### src/rtl/mc_ctrl_if.sv
// Control bundle between the multi-cycle main controller and the datapath.
// The controller drives the master side; the datapath/ALU side uses slave.
interface mc_ctrl_if #(
   parameter int CNT_W = 32
);
   logic [5:0]       op;
   logic [5:0]       funct;
   logic             alu_eq;
   logic             PCWr;
   logic             IRWr;
   logic             RegWr;
   logic             MemWr;
   logic [2:0]       ALUctr;
   logic             ALUSrcB;
   logic [1:0]       ExtOp;
   logic [1:0]       RegDst;
   logic [1:0]       MemtoReg;
   logic [1:0]       NPCOp;
   logic [2:0]       state;
   logic [CNT_W-1:0] instr_cnt;

   modport master (
      input  op, funct, alu_eq,
      output PCWr, IRWr, RegWr, MemWr, ALUctr, ALUSrcB, ExtOp,
             RegDst, MemtoReg, NPCOp, state, instr_cnt
   );

   modport slave (
      output op, funct, alu_eq,
      input  PCWr, IRWr, RegWr, MemWr, ALUctr, ALUSrcB, ExtOp,
             RegDst, MemtoReg, NPCOp, state, instr_cnt
   );
endinterface

### src/rtl/mc_ctrl.sv
// Multi-cycle main controller: walks each instruction through FETCH/DECODE/
// EXEC/MEM/WB, drives datapath controls and counts retired instructions.
module mc_ctrl #(
   parameter int CNT_W = 32
) (
   input  logic      clk,
   input  logic      reset,
   mc_ctrl_if.master bus
);

   typedef enum logic [2:0] {
      FETCH  = 3'd0,
      DECODE = 3'd1,
      EXEC   = 3'd2,
      MEM    = 3'd3,
      WB     = 3'd4
   } state_e;

   localparam logic [5:0] OP_RTYPE = 6'h00;
   localparam logic [5:0] OP_ORI   = 6'h0d;
   localparam logic [5:0] OP_LW    = 6'h23;
   localparam logic [5:0] OP_SW    = 6'h2b;
   localparam logic [5:0] OP_BEQ   = 6'h04;
   localparam logic [5:0] OP_LUI   = 6'h0f;
   localparam logic [5:0] OP_J     = 6'h02;
   localparam logic [5:0] OP_JAL   = 6'h03;
   localparam logic [5:0] FN_ADDU  = 6'h21;
   localparam logic [5:0] FN_SUBU  = 6'h23;
   localparam logic [5:0] FN_JR    = 6'h08;

   state_e           r_state;
   state_e           w_nextState;
   logic [CNT_W-1:0] r_instrCnt;
   logic             w_retire;

   logic w_isAddu, w_isSubu, w_isJr, w_isOri, w_isLw, w_isSw;
   logic w_isBeq, w_isLui, w_isJ, w_isJal, w_isRtype, w_needsExec;

   logic       w_pcWr, w_irWr, w_regWr, w_memWr;
   logic [2:0] w_aluCtr;
   logic       w_aluSrcB;
   logic [1:0] w_extOp, w_regDst, w_memtoReg, w_npcOp;

   always_comb begin
      w_isAddu    = (bus.op == OP_RTYPE) && (bus.funct == FN_ADDU);
      w_isSubu    = (bus.op == OP_RTYPE) && (bus.funct == FN_SUBU);
      w_isJr      = (bus.op == OP_RTYPE) && (bus.funct == FN_JR);
      w_isOri     = (bus.op == OP_ORI);
      w_isLw      = (bus.op == OP_LW);
      w_isSw      = (bus.op == OP_SW);
      w_isBeq     = (bus.op == OP_BEQ);
      w_isLui     = (bus.op == OP_LUI);
      w_isJ       = (bus.op == OP_J);
      w_isJal     = (bus.op == OP_JAL);
      w_isRtype   = w_isAddu || w_isSubu;
      w_needsExec = w_isRtype || w_isOri || w_isLw || w_isSw || w_isBeq || w_isLui;
   end

   always_ff @(posedge clk) begin
      if (!reset) begin
         r_state <= FETCH;
      end else begin
         r_state <= w_nextState;
      end
   end

   // Reset takes priority so an abandoned instruction never counts as retired.
   always_ff @(posedge clk) begin
      if (!reset) begin
         r_instrCnt <= '0;
      end else if (w_retire) begin
         r_instrCnt <= r_instrCnt + 1'b1;
      end
   end

   always_comb begin
      w_nextState = FETCH;
      w_retire    = 1'b0;
      case (r_state)
         FETCH: begin
            w_nextState = DECODE;
         end
         DECODE: begin
            if (w_needsExec) begin
               w_nextState = EXEC;
            end else begin
               w_retire = 1'b1;
            end
         end
         EXEC: begin
            if (w_isBeq) begin
               w_retire = 1'b1;
            end else if (w_isLw || w_isSw) begin
               w_nextState = MEM;
            end else begin
               w_nextState = WB;
            end
         end
         MEM: begin
            if (w_isSw) begin
               w_retire = 1'b1;
            end else begin
               w_nextState = WB;
            end
         end
         WB: begin
            w_retire = 1'b1;
         end
         default: begin
            w_nextState = FETCH;
         end
      endcase
   end

   always_comb begin
      w_pcWr     = 1'b0;
      w_irWr     = 1'b0;
      w_regWr    = 1'b0;
      w_memWr    = 1'b0;
      w_aluCtr   = 3'd0;
      w_aluSrcB  = 1'b0;
      w_extOp    = 2'd0;
      w_regDst   = 2'd0;
      w_memtoReg = 2'd0;
      w_npcOp    = 2'd0;
      case (r_state)
         FETCH: begin
            w_irWr = 1'b1;
            w_pcWr = 1'b1;
         end
         DECODE: begin
            if (w_isJal) begin
               w_pcWr     = 1'b1;
               w_npcOp    = 2'd2;
               w_regWr    = 1'b1;
               w_regDst   = 2'd2;
               w_memtoReg = 2'd2;
            end else if (w_isJ) begin
               w_pcWr  = 1'b1;
               w_npcOp = 2'd2;
            end else if (w_isJr) begin
               w_pcWr  = 1'b1;
               w_npcOp = 2'd3;
            end
         end
         EXEC: begin
            if (w_isSubu) begin
               w_aluCtr = 3'd1;
            end else if (w_isOri) begin
               w_aluCtr  = 3'd2;
               w_aluSrcB = 1'b1;
            end else if (w_isLui) begin
               w_aluSrcB = 1'b1;
               w_extOp   = 2'd2;
            end else if (w_isLw || w_isSw) begin
               w_aluSrcB = 1'b1;
               w_extOp   = 2'd1;
            end else if (w_isBeq) begin
               // Branch decision comes straight from the ALU in this cycle.
               w_aluCtr = 3'd3;
               w_extOp  = 2'd1;
               w_pcWr   = bus.alu_eq;
               w_npcOp  = 2'd1;
            end
         end
         MEM: begin
            w_memWr = w_isSw;
         end
         WB: begin
            w_regWr    = 1'b1;
            w_memtoReg = w_isLw ? 2'd1 : 2'd0;
            w_regDst   = w_isRtype ? 2'd1 : 2'd0;
         end
         default: begin
            w_pcWr = 1'b0;
         end
      endcase
   end

   assign bus.PCWr      = w_pcWr  & reset;
   assign bus.IRWr      = w_irWr  & reset;
   assign bus.RegWr     = w_regWr & reset;
   assign bus.MemWr     = w_memWr & reset;
   assign bus.ALUctr    = w_aluCtr;
   assign bus.ALUSrcB   = w_aluSrcB;
   assign bus.ExtOp     = w_extOp;
   assign bus.RegDst    = w_regDst;
   assign bus.MemtoReg  = w_memtoReg;
   assign bus.NPCOp     = w_npcOp;
   assign bus.state     = r_state;
   assign bus.instr_cnt = r_instrCnt;

endmodule

### src/flat_wrapper.sv
// flat-port wrapper written by rule: the top's interface ports become plain ports
module mc_ctrl_flat 
#(
   parameter int CNT_W = 32
)
  (clk, reset, bus_op, bus_funct, bus_alu_eq, bus_PCWr, bus_IRWr, bus_RegWr, bus_MemWr, bus_ALUctr, bus_ALUSrcB, bus_ExtOp, bus_RegDst, bus_MemtoReg, bus_NPCOp, bus_state, bus_instr_cnt);
  mc_ctrl_if #(.CNT_W(CNT_W)) bus_i ();
  input  logic clk;
  input  logic reset;
  input wire logic [$bits(bus_i.op)-1:0] bus_op;
  input wire logic [$bits(bus_i.funct)-1:0] bus_funct;
  input wire logic [$bits(bus_i.alu_eq)-1:0] bus_alu_eq;
  output wire logic [$bits(bus_i.PCWr)-1:0] bus_PCWr;
  output wire logic [$bits(bus_i.IRWr)-1:0] bus_IRWr;
  output wire logic [$bits(bus_i.RegWr)-1:0] bus_RegWr;
  output wire logic [$bits(bus_i.MemWr)-1:0] bus_MemWr;
  output wire logic [$bits(bus_i.ALUctr)-1:0] bus_ALUctr;
  output wire logic [$bits(bus_i.ALUSrcB)-1:0] bus_ALUSrcB;
  output wire logic [$bits(bus_i.ExtOp)-1:0] bus_ExtOp;
  output wire logic [$bits(bus_i.RegDst)-1:0] bus_RegDst;
  output wire logic [$bits(bus_i.MemtoReg)-1:0] bus_MemtoReg;
  output wire logic [$bits(bus_i.NPCOp)-1:0] bus_NPCOp;
  output wire logic [$bits(bus_i.state)-1:0] bus_state;
  output wire logic [$bits(bus_i.instr_cnt)-1:0] bus_instr_cnt;
  assign bus_i.op = bus_op;
  assign bus_i.funct = bus_funct;
  assign bus_i.alu_eq = bus_alu_eq;
  assign bus_PCWr = bus_i.PCWr;
  assign bus_IRWr = bus_i.IRWr;
  assign bus_RegWr = bus_i.RegWr;
  assign bus_MemWr = bus_i.MemWr;
  assign bus_ALUctr = bus_i.ALUctr;
  assign bus_ALUSrcB = bus_i.ALUSrcB;
  assign bus_ExtOp = bus_i.ExtOp;
  assign bus_RegDst = bus_i.RegDst;
  assign bus_MemtoReg = bus_i.MemtoReg;
  assign bus_NPCOp = bus_i.NPCOp;
  assign bus_state = bus_i.state;
  assign bus_instr_cnt = bus_i.instr_cnt;
  mc_ctrl #(.CNT_W(CNT_W)) u_core (.clk(clk), .reset(reset), .bus(bus_i));
endmodule
### config.mk
export PLATFORM = sky130hd
export DESIGN_NAME = mc_ctrl_flat
export DESIGN_NICKNAME = d
export VERILOG_FILES = /design/src/rtl/mc_ctrl_if.sv /design/src/rtl/mc_ctrl.sv /design/src/flat_wrapper.sv
export SDC_FILE = /design/constraint.sdc
export NUM_CORES = 1
export LEC_CHECK = 0
export BUFFER_PORTS_ARGS = -buffer_cell sky130_fd_sc_hd__buf_4
export CORE_UTILIZATION = 57
export CTS_BUF_LIST = sky130_fd_sc_hd__clkbuf_8
export DETAILED_ROUTE_END_ITERATION = 7
export MAX_ROUTING_LAYER = met4
export PLACE_DENSITY = 0.88
export SLEW_MARGIN = 40
export SYNTH_ARGS = -nofsm -noshare
export SYNTH_HDL_FRONTEND = slang
export SYNTH_SLANG_ARGS = --single-unit
### constraint.sdc
create_clock -name clk -period 6.6 [get_ports clk]
set_input_delay 1.32 -clock clk [delete_from_list [all_inputs] [get_ports clk]]
set_output_delay 1.32 -clock clk [all_outputs]
set_load 0.01 [all_outputs]
==> results.json <==
{
  "status": "finished, final reports clean",
  "clk_pin_slew_ns": 0.07,
  "slowest_delay_ns": 0.37,
  "post_cts_resized": 0,
  "synth_top_cell_area_share_pct": 34.3,
  "drc": 0,
  "critPathTopFamily": "simple AND/OR/NAND/NOR gates",
  "die_w_um": 61.9,
  "cpMaxStageDelayCell": "nor3_1",
  "worst-setup-path-type": "in2out",
  "cts_buffers": 5,
  "dieHeight_um": 61.9,
  "drv_slew": 0,
  "dpl.hpwl_um": 3390,
  "nets": 335,
  "post-synth-top-area-cell": "dfxtp_1",
  "ff_latch_area_um2": 701,
  "finalPower_mw": 0.445,
  "cpMostUsedCell": "buf_4",
  "io_buffer_count": 64,
  "coreArea_mm2": 0.00339,
  "grt_use_total_pct": 25.4,
  "grt_first_pass_wirelength_um": 7160,
  "synth-main-ff-cell": "dfxtp_1",
  "firstDrtPassIters": 4,
  "drt_iter0_markers": 179,
  "ys_types": 44,
  "cap_violations": 0,
  "critPathLaunchType": "primary input",
  "fmax_mhz": 243,
  "finClkSkew_ns": 0.0104,
  "antenna_found_initial": 0,
  "async_flop_share_pct": 0,
  "min-delay-start": "u_core.bus.instr_cnt[31]$_SDFFE_PN0P_",
  "crit_path_cell_trace": "buf_4, nor3_1, nand4_1, or2_2, nand3_1, nor4_1, buf_4",
  "min_period_over_period_pct": 62.4,
  "synth_warnings": 0,
  "final_hold_viol_count": 0,
  "netlist_area_mm2": 0.00205,
  "fp.dieArea_mm2": 0.00383,
  "rsz0062_at_grt": "false",
  "post_cts_buffers": 0,
  "syn-instance-count": 264,
  "setup-tns-final_ns": 0,
  "setup_viol": 0,
  "cts_root_buf": "clkbuf_8",
  "grt_pass1_vias": 1633,
  "r2r_start": "u_core.bus.state[0]$_SDFF_PN0_",
  "num_io_pins": 66,
  "clock_path_buffers": 2,
  "num_vias": 2142,
  "multi_input_area_mm2": 0.00121,
  "clock-sinks": 35,
  "num_antenna_cells": 0,
  "ir_drop_mv": 0.128,
  "ys_ff_latch": 35,
  "synth_nets": 280,
  "gr-total-overflow": 0,
  "slew_headroom_pct": 61.4,
  "ctsHoldBuffers": 0,
  "syn_avg_cell_area_um2": 7.75,
  "powerDensity_mw_per_mm2": 172,
  "routabilityCongestion": 0.867,
  "tightest_slew_ns": 0.579,
  "final_cell_mix": "64 x buf_4, 35 x dfxtp_1, 29 x a21oi_1, 27 x nand2_1, 19 x nor2_1",
  "ys_seq_area_share_pct": 34.3,
  "finalCriticalPeriod_ns": 4.12,
  "critPathArrivalTime_ns": 2.80,
  "critPathCaptureType": "output pin",
  "worstPathRequired_ns": 5.28,
  "worst-path-max-fanout": 6,
  "htreeDepth": 2,
  "num_rows": 21,
  "vias_per_cell": 5.85,
  "critPathBufInv": 2,
  "crit_start": "bus_op[1]",
  "layout_commonest_cell": "buf_4",
  "synthToLayoutAreaGrowth_pct": 26.6,
  "clk_latency_ns": 0.29,
  "grt_max_degree": 30,
  "ant_nets": 0,
  "hp-class": "reg2reg",
  "drt-total-wl_um": 4760,
  "start_util_pct": 60.4,
  "final.fill_count": 270,
  "drive_gt1_share_pct": 24.7,
  "synth_edf_count": 0,
  "wl_per_cell_um": 13.0,
  "cts_tree": "yes",
  "yosys-top-cells-area": "dfxtp_1 34%, a21oi_1 7.1%, nand2_1 5.0%",
  "p_leak_nw": 0.955
}
==> logic make-up after synthesis <==
kind of cell / Yosys count / share of synthesized area (%)
flops: 35 / 34.3
compound gates: 62 / 18.3
other cells: 1 / 0.183
xor+xnor: 8 / 3.43
buf+inv: 23 / 6.48
simple gates: 130 / 34.8
fa+ha+maj: 1 / 0.612
mux: 4 / 1.96
==> power breakdown <==
part	internal, mW	switching, mW
clock network	0.112	0.0795
logic	0.0164	0.0203
registers	0.213	0.00319
total	0.342	0.103
==> metal layers <==
layer  vias up  GRT usage, %  routed length (µm)
li1       1064             -                   -
met1       994          31.1                2170
met2        74          42.2                2280
met3        10          5.80                 243
met4         0          6.03                  55
met5         -             -                   0
==> worst register-to-register path: cells and delay by family, from the launching register on <==
kind	cells	cell delay, ns
simple gates	3	1.01
compound gates	3	0.95
flops	1	0.53
==> synth_stat cells (4+ instances only) <==
cell type and count:
dfxtp_1 35, a21oi_1 29, nand2_1 27, nor2_1 19, or3_1 15, o21ai_0 14, nand3_1 13, inv_1 7
nand2b_1 7, nand4_1 7, nor3_1 7, o31ai_1 7, or4_1 7, xnor2_1 7, and2_1 5, clkbuf_1 5
buf_2 4, buf_6 4, mux2i_1 4, nor4_1 4
==> final cells by class <==
| class | count | area share [%] |
|---|---|---|
| Tap cell | 46 | 2.22 |
| Inverter | 7 | 1.01 |
| Clock inverter | 3 | 1.69 |
| Multi-Input combinational cell | 206 | 46.8 |
| Timing Repair Buffer | 64 | 18.6 |
| Sequential cell | 35 | 27.1 |
| Clock buffer | 5 | 2.66 |
==> flip-flops by register name, summed over array words and instances, names as in the netlist <==
name                  flops
u_core.bus.state          3
u_core.bus.instr_cnt     32
==> final timing paths <==
path	to	slack, ns	depth (start not counted)
min	u_core.bus.instr_cnt[31]$_SDFFE_PN0P_	0.48	2
max reg2reg	u_core.bus.instr_cnt[26]$_SDFFE_PN0P_	4.05	6
max	bus_ALUctr[1]	2.48	7
min reg2reg	u_core.bus.instr_cnt[31]$_SDFFE_PN0P_	0.48	2
==> through the flow <==
stage	util, %	hold WS, ns	area [µm²]	cells	worst slack (ns)
floorplan	-	0.486	2050	264	2.78
global placement	73.1	0.460	2480	358	2.57
detailed placement	73.1	0.465	2480	358	2.53
CTS	76.4	0.477	2590	366	2.53
global route	76.4	0.507	2590	366	2.40
finish	76.4	0.476	2590	366	2.48
Power figures use the tool's default switching activity.
